==> config.mk <==
export PLATFORM = sky130hd
export DESIGN_NAME = booth_radix4_sequential_multiplier
export DESIGN_NICKNAME = d
export VERILOG_FILES = /design/src/rtl/booth_radix4_sequential_multiplier.sv
export SDC_FILE = /design/constraint.sdc
export NUM_CORES = 1
export LEC_CHECK = 0
export ABC_AREA = 1
export BUFFER_PORTS_ARGS = -buffer_cell sky130_fd_sc_hd__buf_2
export CORE_MARGIN = 2
export CORE_UTILIZATION = 35
export DETAILED_ROUTE_END_ITERATION = 8
export HOLD_SLACK_MARGIN = 0.05
export PLACE_DENSITY_LB_ADDON = 0.15
export REMOVE_ABC_BUFFERS = 1
export SLEW_MARGIN = 20
export SYNTH_ARGS = -nofsm -noshare
export SYNTH_HDL_FRONTEND = slang
export SYNTH_SLANG_ARGS = --single-unit
==> constraint.sdc <==
create_clock -name clk -period 4.6 [get_ports clk]
set_input_delay 0.46 -clock clk [delete_from_list [all_inputs] [get_ports clk]]
set_output_delay 0.46 -clock clk [all_outputs]
set_load 0.02 [all_outputs]
==> src/rtl/booth_radix4_sequential_multiplier.sv <==
// Iterative radix-4 Booth multiplier: one recoded digit per clock, WIDTH/2+1 digits per product.
// Signed/unsigned mode, valid/ready on both sides, synchronous flush.
module booth_radix4_sequential_multiplier #(
    parameter int WIDTH = 32
) (
    input  logic               clk,
    input  logic               clr_n,
    input  logic               in_valid,
    output logic               in_ready,
    input  logic               signed_mode,
    input  logic [WIDTH-1:0]   multiplicand,
    input  logic [WIDTH-1:0]   multiplier,
    input  logic               flush,
    output logic               out_valid,
    input  logic               out_ready,
    output logic [2*WIDTH-1:0] product
);
    localparam int N  = WIDTH / 2 + 1;
    localparam int EW = WIDTH + 2;
    localparam int AW = 2 * WIDTH + 4;
    localparam int CW = $clog2(N);
    localparam logic [CW-1:0] LAST = CW'(N - 1);

    typedef enum logic [1:0] {IDLE, BUSY, DONE} state_t;

    state_t        state;
    logic [AW-1:0] acc;
    logic [AW-1:0] a_sh;   // multiplicand pre-scaled by 4^i
    logic [EW:0]   b_sh;   // extended multiplier with B[-1]=0 appended, consumed two bits per cycle
    logic [CW-1:0] cnt;

    logic [EW-1:0] a_ext, b_ext;
    logic [AW-1:0] pp, acc_nxt;

    always_comb begin
        a_ext = signed_mode ? {{2{multiplicand[WIDTH-1]}}, multiplicand} : {2'b00, multiplicand};
        b_ext = signed_mode ? {{2{multiplier[WIDTH-1]}}, multiplier} : {2'b00, multiplier};
    end

    always_comb begin
        pp = '0;
        case (b_sh[2:0])
            3'b001, 3'b010: pp = a_sh;
            3'b011:         pp = a_sh << 1;
            3'b100:         pp = -(a_sh << 1);
            3'b101, 3'b110: pp = -a_sh;
            default:        pp = '0;
        endcase
        acc_nxt = acc + pp;
    end

    always_ff @(posedge clk or negedge clr_n) begin
        if (!clr_n) begin
            state     <= IDLE;
            in_ready  <= 1'b1;
            out_valid <= 1'b0;
            product   <= '0;
            acc       <= '0;
            a_sh      <= '0;
            b_sh      <= '0;
            cnt       <= '0;
        end else if (flush) begin
            // product deliberately keeps its last value
            state     <= IDLE;
            in_ready  <= 1'b1;
            out_valid <= 1'b0;
        end else begin
            case (state)
                IDLE: if (in_valid) begin
                    a_sh     <= {{(AW-EW){a_ext[EW-1]}}, a_ext};
                    b_sh     <= {b_ext, 1'b0};
                    acc      <= '0;
                    cnt      <= '0;
                    state    <= BUSY;
                    in_ready <= 1'b0;
                end
                BUSY: begin
                    acc  <= acc_nxt;
                    a_sh <= a_sh << 2;
                    b_sh <= {2'b00, b_sh[EW:2]};
                    cnt  <= cnt + 1'b1;
                    if (cnt == LAST) begin
                        product   <= acc_nxt[2*WIDTH-1:0];
                        state     <= DONE;
                        out_valid <= 1'b1;
                    end
                end
                DONE: if (out_ready) begin
                    state     <= IDLE;
                    out_valid <= 1'b0;
                    in_ready  <= 1'b1;
                end
                default: begin
                    state     <= IDLE;
                    in_ready  <= 1'b1;
                    out_valid <= 1'b0;
                end
            endcase
        end
    end
endmodule

; Yosys cells after proc, flatten, opt, wreduce, memory -nomap -nowiden
; Cells that the tools add are included.
[totals]
ff_bits = 244
inputBits = 70
out_inout_bits = 66
elab_cells = 61
[classes]
n_addsub = 4
eq_ne = 15
mux = 24
bitwise_logic = 1
n_reduce_logical = 9
[ops]
columns = cell, n
row1 = 68-bit case mux with 2 select lines, 2
row2 = 68-bit case mux with 4 select lines, 1
row3 = 68-bit two-way mux, 2
row4 = 68-bit negator, 2
row5 = 35-bit case mux with 2 select lines, 1
row6 = 68-bit adder, 1
row7 = 34-bit two-way mux, 2
row8 = 35-bit two-way mux, 1
row9 = 3-bit AND reduction, 5
row10 = 5-bit case mux with 2 select lines, 1
row11 = 3-bit == test (second input constant), 3
row12 = 3-bit != test (second input constant), 3
row13 = 2-bit two-way mux, 4
row14 = 3-bit by 2-bit == test with 1-bit output (second input constant), 2
row15 = 1-bit two-way mux, 6
row16 = 2-bit != test (second input constant), 3
row17 = 1-bit case mux with 3 select lines, 2
row18 = 2-bit case mux with 3 select lines, 1
row19 = 5-bit by 1-bit adder with 5-bit output (second input constant), 1
row20 = 5-bit == test (second input constant), 1
row21 = 5-bit two-way mux, 1
row22 = 2-bit OR reduction, 2
row23 = 3-bit by 1-bit == test with 1-bit output (second input constant), 1
row24 = 2-bit by 1-bit == test with 1-bit output (second input constant), 1
row25 = 4 further kinds, 4

; Logic depth before layout (Yosys ltp)
; Gate-level depths: netlist of run 1.
[depth]
word_depth = 5
depth_mapped = 31
ltp_nobuf = 31

; Worst setup path before layout of run 1
; No wires, ideal clock.
[synth_path]
path_kind = flip-flop to flip-flop
from = register a_sh[1]
to = register acc[63]
setup_ns = 0.118
arrival_time_ns = 3.214
setup_slack_ns = 1.268
stages_incl_launch_ff = 28
period_less_slack_ns = 3.332
path_cell_list = dfrtp_1 inv_1 ha_1 inv_1 nor2_2 nand2_2 nor2_4 nand2_4 nor2_4 nand2_2 nor2_1 xor2_1 inv_1 nand2_1 nand3b_1 ha_1 nand2_1 nor2_1 inv_1 nor2_1 inv_1 nor3_1 and2_1 nand2_1 nand2_1 nand3_1 nand3_1 nand2_1
[synth_via]
elab_chain_cells = 4
[synth_lines]
columns = item, line_no
row1 = from (decl), 28  ; logic [AW-1:0] a_sh;
row2 = from (signal assigned), 70  ; a_sh <= {{(AW-EW){a_ext[EW-1]}}, a_ext};
row3 = from (signal assigned), 79  ; a_sh <= a_sh << 2;
row4 = "68-bit negator, on equally long branches", "46, 45"
row5 = 68-bit case mux with 4 select lines *, 42  ; case (b_sh[2:0])
row6 = 68-bit adder *, 49  ; acc_nxt = acc + pp;
row7 = 68-bit case mux with 2 select lines *, 68  ; case (state)
row8 = to (signal assigned), 78  ; acc <= acc_nxt;
row9 = to (decl), 27  ; logic [AW-1:0] acc;
; Mark *: on every way between the ends. The rest lies on a longest branch, timed or not.
; A chain may end at the register's enable or synchronous reset.

; Worst setup path in the final report of run 1
[layout_path]
from = register a_sh[47]
to = register acc[61]
; Same word-level chain as after synthesis.

==> results of run 1 <==
==> per-stage QoR <==
stage | instances | hold slack [ns] | util (%) | TNS, ns | total power [uW]
6_report | 3221 | 0.0789 | 41.0 | 0 | 16000
5_1_grt | 3221 | 0.0786 | 41.0 | -0.0246 | 17400
4_1_cts | 3219 | 0.0576 | 40.8 | 0 | 15900
3_5_place_dp | 3165 | 0.462 | 38.6 | 0 | 13300
3_3_place_gp | 3165 | 0.458 | 38.6 | 0 | 13300
2_1_floorplan | 2373 | 0.164 | - | -133.29 | 9960
==> flip-flops by register name, summed over array words and instances, names as in the netlist <==
register and flops:
state 2, in_ready 1, out_valid 1, cnt 5
product 64, a_sh 64, acc 64, b_sh 34
==> worst max path at each step <==
stage / from / end / slack (ns) / cells past startpoint
detailed placement: a_sh[1]$_DFFE_PN0P_ / product[63]$_DFFE_PN0P_ / 0.09 / 24
global route: a_sh[1]$_DFFE_PN0P_ / acc[38]$_DFFE_PN0P_ / -0.02 / 22
CTS: a_sh[1]$_DFFE_PN0P_ / product[63]$_DFFE_PN0P_ / 0.05 / 24
finish: a_sh[47]$_DFFE_PN0P_ / acc[61]$_DFFE_PN0P_ / 0.30 / 21
floorplan: flush / product[10]$_DFFE_PN0P_ / -1.50 / 8
global placement: a_sh[1]$_DFFE_PN0P_ / product[63]$_DFFE_PN0P_ / 0.06 / 24
==> layout make-up <==
type / count / area, um2
clock inverter: 13 / 185
inverter: 305 / 1150
fill: 5074 / 28200
multi-input combinational: 1833 / 9690
timing repair buffer: 180 / 1060
clock buffer: 40 / 827
tap: 615 / 769
sequential: 235 / 5880
==> layer usage <==
metal,vias up,global-route usage (%)
li1,8418,-
met1,8048,36.0
met2,491,38.9
met3,95,2.70
met4,0,7.05
met5,-,0
==> layout by cell type (no fill, tap or decap), types with 9 or more instances in the layout <==
| master | n |
|---|---|
| a221o_1 | 12 |
| a21oi_1 | 92 |
| o2111ai_1 | 21 |
| nand2_1 | 702 |
| buf_4 | 41 |
| clkbuf_16 | 29 |
| o22ai_1 | 20 |
| o21bai_1 | 11 |
| nor2_2 | 9 |
| nor2_4 | 12 |
| ha_1 | 63 |
| buf_2 | 134 |
| o21ai_0 | 140 |
| dfrtp_1 | 234 |
| xnor2_1 | 23 |
| a31oi_1 | 20 |
| nand3_1 | 178 |
| nand3b_1 | 15 |
| xor2_1 | 51 |
| nor3_1 | 22 |
| or2_2 | 11 |
| a21o_1 | 14 |
| nand4_1 | 31 |
| nor2_1 | 251 |
| o221ai_1 | 78 |
| inv_1 | 299 |
| o21ai_1 | 9 |
==> synth_stat cells (4+ instances only) <==
library cell	count
a221o_1	12
nor2_2	7
o21ai_0	143
a21o_1	14
nand3_1	178
ha_1	66
o211ai_1	4
buf_2	5
o21ai_1	8
inv_2	4
o221ai_1	78
o22ai_1	20
xnor2_1	23
nand3b_1	15
nand4_1	31
nor2_4	7
a31oi_1	20
inv_1	300
nand2_4	4
o21bai_1	11
o2111ai_1	21
a21oi_1	95
xor2_1	51
clkbuf_1	72
nor2_1	258
o21a_1	4
nand2_1	704
a221oi_1	6
dfrtp_1	234
nor3_1	26
or2_2	11
==> power by group through the flow <==
stage          logic (uW)  clock network [uW]  registers [uW]
2_1_floorplan        6510                   0            3460
3_3_place_gp         9900                   0            3440
3_5_place_dp         9900                   0            3450
4_1_cts              9940                2530            3420
5_1_grt             11200                2610            3540
6_report            10100                2470            3430
==> kinds of logic (layout without fill, tap and decap cells) <==
kind of cell | after synthesis | after routing | synth area share [%]
xor gates and xnor gates | 74 | 74 | 3.83
and+or+nand+nor | 1250 | 1250 | 31.1
buffers and inverters | 386 | 538 | 8.65
adders and majority gates | 67 | 67 | 5.00
DFF | 235 | 235 | 34.8
AOI/OAI and AO/OA | 442 | 442 | 16.6
==> worst register-to-register path, cell delays in order (launching register included) <==
cell,delay [ns]
dfrtp_1,0.46
nor2_1,0.19
inv_1,0.06
nor3_1,0.32
nand3_1,0.22
nor2_1,0.31
nand3_1,0.17
nor3_2,0.28
buf_4,0.17
nand2_1,0.05
nand3_1,0.08
nand4_1,0.19
ha_1,0.36
buf_4,0.16
inv_1,0.08
o21bai_1,0.10
a31oi_1,0.26
o211ai_1,0.12
nor2_1,0.27
nand3_1,0.16
nand3_1,0.12
nand2_1,0.07
==> timing repair <==
| action | in CTS | in global routing |
|---|---|---|
| gates resized for setup | 0 | 22 |
| hold endpoints to repair | 104 | 0 |
| setup endpoints to repair | 0 | 56 |
| buffers inserted | 0 | 2 |
| hold buffers | 1 | 0 |
==> impl_results.md, run 1 <==
- Status: finished, final reports clean
- Post-route ant nets: 0
- Critical Path Start Type: flip-flop
- Worst Hold Class: input port to flip-flop
- Highest routed metal layer: met4
- Worst Path Class, Setup: flip-flop to flip-flop
- WL met3: 3.37 mm
- Clk pwr share: 15.4%
- Critical Path Fanout Max: 6
- Internal cell power: 7570 uW
- WP data required: 5.07 ns
- CTS tree: done
- P&R area growth vs syn: 15.7%
- Die ar.: 0.0501 mm2
- GR Util All Layers: 24.8%
- PortBufs: 135
- Routability cong.: 0.951
- Minimum clock period: 4.30 ns
- Slack of the worst reg-to-reg path: 0.30 ns
- Routed wl met2: 26.9 mm
- # rows: 80
- Main flop type after synthesis: dfrtp_1
- DRC: 0
- Synth Instances: 2454
- Post-synth ARST share: 100%
- Slowest-stage cell, CP: dfrtp_1
- Placement Cell Area: 0.0185 mm2
- Hold Crit Start: multiplier[7]
- Via count: 17100
- Crit share post-route: 93.4%
- Switch share: 52.8%
- Clk_skew: 0.0120 ns
- Antenna diodes: 0
- Net Sw Power: 8450 uW
- Distinct cell type count after synthesis: 46
- Initial Util: 35.4%
- Seq pwr share: 21.4%
- Pwr per Cell Area: 819 mW/mm2
- Worst reg2reg path endpoint: acc[61]$_DFFE_PN0P_
- FF+latch count, synth: 235
- H-tree depth: 1
- CP dominant cell by count: nand3_1
- Hold endpoint: b_sh[8]$_DFFE_PN0P_
- Via density: 5.29
- Clock Latency Late Sink: 0.59 ns
- Pleak: 0.00946 uW
- Initial DRC count: 1506
- Slew margin rel.: 32.1%
- R2R cell count: 21
- Combinational share of power: 63.2%
- Clock Path Buffers: 3
- Crit path largest cell delay: 0.46 ns
- Worst-path cell chain: nor2_1 > inv_1 > nor3_1 > nand3_1 > nor2_1 > nand3_1 > nor3_2 > buf_4 > nand2_1 > nand3_1 > nand4_1 > ha_1 > buf_4 > inv_1 > o21bai_1 > a31oi_1 > o211ai_1 > nor2_1 > nand3_1 > nand3_1 > nand2_1
- Delay-heaviest family, CP: simple AND/OR/NAND/NOR gates
- Clock slew at reported path FFs: 0.06 ns
- Hold Vio Cnt, Final: 0
- CP Buf/Inv Count: 4
- RSZ-0062 raised after global routing: yes
- Top Ports: 136
- Total core area: 0.0477 mm2
- Synth area leader: dfrtp_1
- Worst EP arrival: 4.77 ns
- Synth Warn #: 0
- CTS sink count: 235
- Initial antenna violation count: 0
- Max VDD drop: 0.000438 V
- WHS Path Cells: 3
- First-pass GRT wire length: 96.6 mm
- Routed Wire Length: 61.6 mm
- Top-area cell type share of the netlist area: 34.6%
- Global route overflow: 0
- Final Max Tran Viols: 0
- R2r startpoint: a_sh[47]$_DFFE_PN0P_
- Die Span Y: 224 um
- Endpoints failing setup: 0
- Pin count of the biggest net entering global routing: 108
- Share of cells above drive strength 1: 11.1%
- Num CTS Buffers: 29
- Max_cap viols: 0
- Top post-synthesis cells by area: dfrtp_1 (35%), nand2_1 (16%), inv_1 (6.7%)
- Tightest Pin Transition: 1.02 ns
- Average wire per standard cell: 19.1 um
- Post-layout net count: 2721
- Vias in the first global route: 16900
- Synthesized cell area: 0.0169 mm2
- Cell area after layout: 0.0196 mm2
- Element type at the critical path end: flip-flop
- Hpwl dp: 47.7 mm
- Fin worst setup slack: 0.302 ns
- Maximum operating frequency: 233 MHz
- DRT Pass-1 Iters: 6
- Syn Area/Cell: 6.89 um2
- EDFF count, synth: 0
- Post-synthesis sequential area ratio: 34.8%
- Wire length on met1: 29.5 mm
- Dpl ws: 0.0883 ns
- CTS root buf: clkbuf_16
- Chip width: 224 um
Note: power is estimated with default switching activity, not from simulation.
==> inputs of run 2 (changes only) <==
--- a/config.mk
+++ b/config.mk
@@ -6,10 +6,10 @@
 export NUM_CORES = 1
 export LEC_CHECK = 0
 export ABC_AREA = 1
-export BUFFER_PORTS_ARGS = -buffer_cell sky130_fd_sc_hd__buf_2
 export CORE_MARGIN = 2
 export CORE_UTILIZATION = 35
 export DETAILED_ROUTE_END_ITERATION = 8
+export DONT_BUFFER_PORTS = 1
 export HOLD_SLACK_MARGIN = 0.05
 export PLACE_DENSITY_LB_ADDON = 0.15
 export REMOVE_ABC_BUFFERS = 1
==> run 2 against run 1 <==
Net effect:
- the flow now finishes with violations (negative hold slack)
- clock power about the same
- global-route usage shrank 0.10 points
- maximum frequency up 0.96%
- cell area shrank 0.47%
- core utilization fell by 0.19 points
- wire length is 0.31% higher
- flip-flop and latch count is the same
- largest power group unchanged
==> impl_results.md, run 2 (synthesis gave the netlist of run 1 again) <==
- Clock slew at reported path FFs: 0.06 ns (about the same)
- Die ar.: 0.0501 mm2 (unchanged)
- First-pass GRT wire length: 96.8 mm (was 96.6 mm)
- Min Hold Slack: -0.426 ns (was 0.0789 ns)
- Pin count of the biggest net entering global routing: 236 (was 108)
- Hpwl dp: 47.1 mm (was 47.7 mm)
- PortBufs: 0 (was 135)
- Slack of the worst reg-to-reg path: 0.34 ns (was 0.30 ns)
- Chip width: 224 um (unchanged)
- R2R cell count: 22 (was 21)
- Routed Wire Length: 61.8 mm (was 61.6 mm)
- Slowest-stage cell, CP: ha_1 (was dfrtp_1)
- Clk pwr share: 15.6% (was 15.4%)
- Clock Path Buffers: 3 (unchanged)
- Antenna diodes: 0 (unchanged)
- Worst reg2reg path endpoint: product[53]$_DFFE_PN0P_ (was acc[61]$_DFFE_PN0P_)
- Share of cells above drive strength 1: 5.88% (was 11.1%)
- CTS tree: done (unchanged)
- Post-layout net count: 2646 (was 2721)
- # hold bufs at CTS: 62 (was 1)
- Tightest Pin Transition: 1.05 ns (was 1.02 ns)
- Final Max Tran Viols: 0 (unchanged)
- Slew margin rel.: 30.3% (was 32.1%)
- Clock Latency Late Sink: 0.59 ns (about the same)
- Net Sw Power: 8470 uW (was 8450 uW)
- Initial antenna violation count: 0 (unchanged)
- Delay-heaviest family, CP: simple AND/OR/NAND/NOR gates (unchanged)
- RSZ-0062 raised after global routing: no (was yes)
- Critical Path Fanout Max: 6 (unchanged)
- Most frequent cells in the layout: nand2_1 (702), inv_1 (299), nor2_1 (251), dfrtp_1 (234), nand3_1 (178) (unchanged)
- Clk_skew: 0.0158 ns (was 0.0120 ns)
- Status: complete, but fails checks (was finished, final reports clean)
- R2r startpoint: a_sh[23]$_DFFE_PN0P_ (was a_sh[47]$_DFFE_PN0P_)
- Num CTS Buffers: 30 (was 29)
- Worst Hold Class: input port to asynchronous set/reset pin (was input port to flip-flop)
- Top Ports: 136 (unchanged)
- CTS root buf: clkbuf_16 (unchanged)
- Critical Path Start Type: flip-flop (unchanged)
- Dpl cells: 3028 (was 3165)
- DRC: 0 (unchanged)
- Crit path largest cell delay: 0.42 ns (was 0.46 ns)
- WP data required: 5.08 ns (was 5.07 ns)
- CP Buf/Inv Count: 1 (was 4)
- CTS sink count: 235 (unchanged)
- Seq pwr share: 22.9% (was 21.4%)
- Endpoints failing setup: 0 (unchanged)
- Element type at the critical path end: flip-flop (unchanged)
- DRT Pass-1 Iters: 6 (unchanged)
- Global route overflow: 0 (unchanged)
- H-tree depth: 1 (unchanged)
- Initial Util: 35.4% (unchanged)
- Maximum operating frequency: 235 MHz (was 233 MHz)
- CP dominant cell by count: nand2_1 (was nand3_1)
- Total core area: 0.0477 mm2 (unchanged)
- Minimum clock period: 4.26 ns (was 4.30 ns)
- Average wire per standard cell: 19.6 um (was 19.1 um)
- Worst EP arrival: 4.74 ns (was 4.77 ns)
- Initial DRC count: 1324 (was 1506)
- Worst Path Class, Setup: flip-flop to flip-flop (unchanged)
- Post-route ant nets: 0 (unchanged)
- Via count: 17000 (was 17100)
- Die Span Y: 224 um (unchanged)
- Hold Vio Cnt, Final: 235 (was 0)
- Via density: 5.39 (was 5.29)
- Non-filler cells in the finished layout: 3147 (was 3221)
- Vias in the first global route: 16600 (was 16900)
- Worst-path cell chain: nor2_1 > nand2_1 > nor2_1 > nand2_1 > nor2_4 > nand2_4 > nor2_4 > nand2_2 > nor2_1 > xor2_1 > inv_1 > nand2_1 > nand3b_1 > ha_1 > a21oi_1 > o21ai_0 > o21bai_1 > a21oi_1 > a21boi_0 > nand3b_1 > nand3_1 > nand2_1 (was nor2_1 > inv_1 > nor3_1 > nand3_1 > nor2_1 > nand3_1 > nor3_2 > buf_4 > nand2_1 > nand3_1 > nand4_1 > ha_1 > buf_4 > inv_1 > o21bai_1 > a31oi_1 > o211ai_1 > nor2_1 > nand3_1 > nand3_1 > nand2_1)
- Switch share: 53.2% (was 52.8%)
- GR Util All Layers: 24.7% (was 24.8%)
- Max_cap viols: 0 (unchanged)
- Crit share post-route: 92.5% (was 93.4%)
- # rows: 80 (unchanged)
- Failing checks: negative hold slack
- Pleak: 0.00912 uW (was 0.00946 uW)
- Commonest non-fill, non-tap cell in the layout: nand2_1 (unchanged)
- Filler cells: 5028 (was 5074)
- Pwr per Cell Area: 817 mW/mm2 (was 819 mW/mm2)
- Combinational share of power: 61.5% (was 63.2%)
- P&R area growth vs syn: 15.2% (was 15.7%)
- Routability cong.: 0.948 (was 0.951)
- Largest registers: a_sh: 64 flops, acc: 64 flops, product: 64 flops (unchanged)
- Internal cell power: 7450 uW (was 7570 uW)
- Max VDD drop: 0.000342 V (was 0.000438 V)
==> run 2: layer usage <==
metal | up-vias | wire [um] | track usage, %
met3 | 90 | 3290 | 2.47
met4 | 0 | 1610 | 6.82
met1 | 8095 | 29500 | 35.7
met2 | 501 | 27400 | 39.1
met5 | - | 0 | 0
li1 | 8274 | - | -
==> run 2: timing repair <==
item / 4_1_cts / 5_1_grt
gates cloned: 0 / 0
resized for setup: 0 / 20
endpoints found under the setup margin: 1 / 41
hold endpoints to repair: 298 / 235
setup buffers: 1 / 0
pin swaps: 1 / 1
==> run 2: worst max-delay path by stage <==
stage / end / slack [ns] / cells past startpoint / from
CTS: acc[50]$_DFFE_PN0P_ / 0.14 / 22 / a_sh[1]$_DFFE_PN0P_
finish: product[53]$_DFFE_PN0P_ / 0.34 / 22 / a_sh[23]$_DFFE_PN0P_
detailed placement: product[63]$_DFFE_PN0P_ / 0.03 / 24 / a_sh[1]$_DFFE_PN0P_
floorplan: product[10]$_DFFE_PN0P_ / -1.50 / 8 / flush
global route: product[53]$_DFFE_PN0P_ / 0.002 / 25 / a_sh[1]$_DFFE_PN0P_
global placement: product[47]$_DFFE_PN0P_ / 0.04 / 23 / a_sh[1]$_DFFE_PN0P_
==> run 2: area by class of cell <==
class / count / area (um2) / share of cell area [%]
Clock buffer: 36 / 793 / 4.07
Multi-Input combinational cell: 1833 / 9670 / 49.7
Sequential cell: 235 / 5880 / 30.2
Clock inverter: 19 / 236 / 1.21
Tap cell: 615 / 769 / 3.95
Inverter: 305 / 1150 / 5.90
Timing Repair Buffer: 104 / 973 / 5.00
==> run 2: stage by stage <==
stage	setup TNS, ns	worst slack, ns	cell area (um2)	power, uW	utilization, %
2_1_floorplan	-133.29	-1.50	16600	9960	-
3_3_place_gp	0	0.0358	17700	13200	37.2
3_5_place_dp	0	0.0294	17700	13200	37.2
4_1_cts	0	0.140	19400	15800	40.6
5_1_grt	0	0.00157	19500	17200	40.8
6_report	0	0.343	19500	15900	40.8
==> run 2: worst reg2reg max path: stages (launching register included) <==
cell,delay [ns]
dfrtp_1,0.40
nor2_1,0.26
nand2_1,0.08
nor2_1,0.22
nand2_1,0.16
nor2_4,0.27
nand2_4,0.09
nor2_4,0.12
nand2_2,0.10
nor2_1,0.12
xor2_1,0.15
inv_1,0.07
nand2_1,0.06
nand3b_1,0.10
ha_1,0.42
a21oi_1,0.33
o21ai_0,0.17
o21bai_1,0.21
a21oi_1,0.12
a21boi_0,0.32
nand3b_1,0.19
nand3_1,0.13
nand2_1,0.06
==> run 2: power by group through the flow <==
stage,clock network [uW],registers [uW],logic (uW)
global route,2620,3740,10900
detailed placement,0,3670,9530
CTS,2540,3640,9610
global placement,0,3680,9510
floorplan,0,3460,6510
finish,2480,3650,9790
==> inputs of run 3 (changes only) <==
--- a/config.mk
+++ b/config.mk
@@ -11,7 +11,7 @@
 export DETAILED_ROUTE_END_ITERATION = 8
 export DONT_BUFFER_PORTS = 1
 export HOLD_SLACK_MARGIN = 0.05
-export PLACE_DENSITY_LB_ADDON = 0.15
+export PLACE_DENSITY = 0.57
 export REMOVE_ABC_BUFFERS = 1
 export SLEW_MARGIN = 20
 export SYNTH_ARGS = -nofsm -noshare
==> run 3 against run 2 <==
Net effect:
- the run still ends with negative hold slack left
- worst setup slack worse by 0.022 ns
- global-route usage decreased by 0.93 points
- maximum frequency decreased by 0.50%
- first-iteration DRC count down 2.0%
- register-to-register slack lost 0.02 ns
- sequential power barely moved
- non-clock buffer count down 10
- flip-flop and latch count did not move
- count of clock-buffer cells in the layout increased by 3
- core utilization is 0.15 points lower
- clock skew rose by 0.016 ns
- total power shrank 0.98%
- critical endpoint is now product[63]$_DFFE_PN0P_
- highest routed layer unchanged
==> impl_results.md, run 3 (synthesis gave the netlist of run 1 again) <==
- First-pass GRT wire length: 93.2 mm (was 96.8 mm)
- Critical Path Start Type: flip-flop (unchanged)
- Hold Vio Cnt, Final: 235 (unchanged)
- Share of cells above drive strength 1: 5.52% (was 5.88%)
- Post-route ant nets: 0 (unchanged)
- Delay-heaviest family, CP: simple AND/OR/NAND/NOR gates (unchanged)
- Seq pwr share: 23.2% (was 22.9%)
- Worst Path Class, Setup: flip-flop to flip-flop (unchanged)
- Pin count of the biggest net entering global routing: 236 (unchanged)
- Filler cells: 5016 (was 5028)
- Via density: 5.39 (about the same)
- Clock Path Buffers: 3 (unchanged)
- Die ar.: 0.0501 mm2 (unchanged)
- DRT Pass-1 Iters: 6 (unchanged)
- Largest registers: a_sh: 64 flops, acc: 64 flops, product: 64 flops (unchanged)
- Initial DRC count: 1297 (was 1324)
- Initial Util: 35.4% (unchanged)
- P&R area growth vs syn: 14.8% (was 15.2%)
- Utilization after layout: 40.6% (was 40.8%)
- Num CTS Buffers: 29 (was 30)
- Tightest Pin Transition: 0.919 ns (was 1.05 ns)
- CP dominant cell by count: nand3_1 (was nand2_1)
- # hold bufs at CTS: 63 (was 62)
- Critical Path Fanout Max: 6 (unchanged)
- Chip width: 224 um (unchanged)
- CTS sink count: 235 (unchanged)
- Final Max Tran Viols: 0 (unchanged)
- CP Buf/Inv Count: 4 (was 1)
- H-tree depth: 1 (unchanged)
- Switch share: 52.9% (was 53.2%)
- PortBufs: 0 (unchanged)
- Most frequent cells in the layout: nand2_1 (701), inv_1 (299), nor2_1 (251), dfrtp_1 (234), nand3_1 (178) (was nand2_1 (702), inv_1 (299), nor2_1 (251), dfrtp_1 (234), nand3_1 (178))
- Initial antenna violation count: 0 (unchanged)
- Total core area: 0.0477 mm2 (unchanged)
- Endpoints failing setup: 0 (unchanged)
- Routed Wire Length: 60.0 mm (was 61.8 mm)
- Routability cong.: 0.951 (was 0.948)
- Pleak: 0.00907 uW (was 0.00912 uW)
- Maximum operating frequency: 234 MHz (was 235 MHz)
- Slew margin rel.: 38.7% (was 30.3%)
- WP data required: 5.06 ns (was 5.08 ns)
- Pwr per Cell Area: 812 mW/mm2 (was 817 mW/mm2)
- Worst Hold Class: input port to asynchronous set/reset pin (unchanged)
- Antenna diodes: 0 (unchanged)
- Combinational share of power: 60.9% (was 61.5%)
- Top Ports: 136 (unchanged)
- Minimum clock period: 4.28 ns (was 4.26 ns)
- Global route overflow: 0 (unchanged)
- Status: complete, but fails checks (unchanged)
- Failing checks: negative hold slack (unchanged)
- Internal cell power: 7430 uW (was 7450 uW)
- Commonest non-fill, non-tap cell in the layout: nand2_1 (unchanged)
- Clk pwr share: 15.9% (was 15.6%)
- RSZ-0062 raised after global routing: no (unchanged)
- # rows: 80 (unchanged)
- Net Sw Power: 8330 uW (was 8470 uW)
- Clock Latency Late Sink: 0.60 ns (was 0.59 ns)
- Clk_skew: 0.0321 ns (was 0.0158 ns)
- Worst-path cell chain: nor2_1 > inv_1 > nor3_1 > nand3_1 > nor2_1 > nand3_1 > nor3_1 > buf_4 > nand2_1 > nand3_1 > nand3b_1 > ha_1 > buf_4 > nand2_1 > nor2_1 > inv_1 > nor3_1 > and2_1 > nand2_1 > nand2_2 > nand3_1 > nand3_1 > nand2_1 (was nor2_1 > nand2_1 > nor2_1 > nand2_1 > nor2_4 > nand2_4 > nor2_4 > nand2_2 > nor2_1 > xor2_1 > inv_1 > nand2_1 > nand3b_1 > ha_1 > a21oi_1 > o21ai_0 > o21bai_1 > a21oi_1 > a21boi_0 > nand3b_1 > nand3_1 > nand2_1)
- Worst EP arrival: 4.74 ns (about the same)
- Crit share post-route: 93.0% (was 92.5%)
- DRC: 0 (unchanged)
- Via count: 16900 (was 17000)
- Die Span Y: 224 um (unchanged)
- Average wire per standard cell: 19.1 um (was 19.6 um)
- Slowest-stage cell, CP: dfrtp_1 (was ha_1)
- Min Hold Slack: -0.417 ns (was -0.426 ns)
- Post-layout net count: 2635 (was 2646)
- Vias in the first global route: 16300 (was 16600)
- Max_cap viols: 0 (unchanged)
- CTS tree: done (unchanged)
- Element type at the critical path end: flip-flop (unchanged)
- Hpwl dp: 45.5 mm (was 47.1 mm)
- Max VDD drop: 0.000405 V (was 0.000342 V)
- CTS root buf: clkbuf_16 (unchanged)
- GR Util All Layers: 23.7% (was 24.7%)
- Clock slew at reported path FFs: 0.06 ns (about the same)
- Crit path largest cell delay: 0.44 ns (was 0.42 ns)
==> run 3: changes by cell type in the layout (fill, tap and decap cells not counted), moves of 2 or more <==
cell / change
buf_4: -11
ha_2: +2
clkbuf_8: +5
nand2_2: +2
clkinv_2: -3
o21ai_1: -4
o21ai_0: +4
==> run 3: final cells by class <==
cell class	instances	area [um2]	area share, %
well taps	615	769	3.97
inverters	305	1150	5.92
multi-input cells	1833	9660	49.8
flip-flops and latches	235	5880	30.3
repair buffers	94	901	4.64
clock inverters	14	209	1.08
clock buffers	39	833	4.29
==> run 3: layer usage <==
layer	up-vias	share of wire, %	track usage, %
li1	8253	-	-
met1	8026	47	34.0
met2	521	45	37.5
met3	91	5.7	2.74
met4	0	2.8	7.12
met5	-	0	0
==> run 3: per-stage QoR <==
stage          instances  area [um2]  worst slack, ns  TNS, ns  power, uW
4_1_cts             3132       19300           0.0813        0      15600
3_5_place_dp        3016       17600           0.0912        0      13000
3_3_place_gp        3016       17600            0.147        0      13000
5_1_grt             3135       19400           0.0149        0      17100
6_report            3135       19400            0.321        0      15800
2_1_floorplan       2373       16600            -1.50  -133.29       9960
==> run 3: worst reg2reg max path: stages, from the launching register on <==
cell,delay [ns]
dfrtp_1,0.44
nor2_1,0.21
inv_1,0.06
nor3_1,0.30
nand3_1,0.22
nor2_1,0.31
nand3_1,0.17
nor3_1,0.39
buf_4,0.21
nand2_1,0.06
nand3_1,0.08
nand3b_1,0.14
ha_1,0.33
buf_4,0.13
nand2_1,0.07
nor2_1,0.11
inv_1,0.08
nor3_1,0.23
and2_1,0.15
nand2_1,0.06
nand2_2,0.13
nand3_1,0.12
nand3_1,0.11
nand2_1,0.06
==> run 3: path summary, 6_finish.rpt <==
check,slack [ns],to,startpoint,cells after the start
worst max-delay path,0.32,product[63]$_DFFE_PN0P_,a_sh[46]$_DFFE_PN0P_,23
worst min-delay path,-0.42,product[57]$_DFFE_PN0P_,clr_n,0
worst max register to register,0.32,product[63]$_DFFE_PN0P_,a_sh[46]$_DFFE_PN0P_,23
worst min register to register,0.49,acc[45]$_DFFE_PN0P_,acc[45]$_DFFE_PN0P_,2
max in group asynchronous,4.64,in_ready$_DFFE_PN1P_,clr_n,0
min in group clk,0.07,a_sh[22]$_DFFE_PN0P_,multiplicand[22],2
==> run 3: timing repair <==
action	in CTS	in global routing
setup endpoints to repair	0	37
gates resized for setup	0	15
hold endpoints to repair	297	235
buffers inserted	0	2
==> run 3: power groups by stage <==
stage	registers (uW)	logic, uW	clock network [uW]
CTS	3650	9400	2560
finish	3660	9610	2500
global route	3750	10700	2640
detailed placement	3680	9320	0
global placement	3670	9300	0
floorplan	3460	6510	0
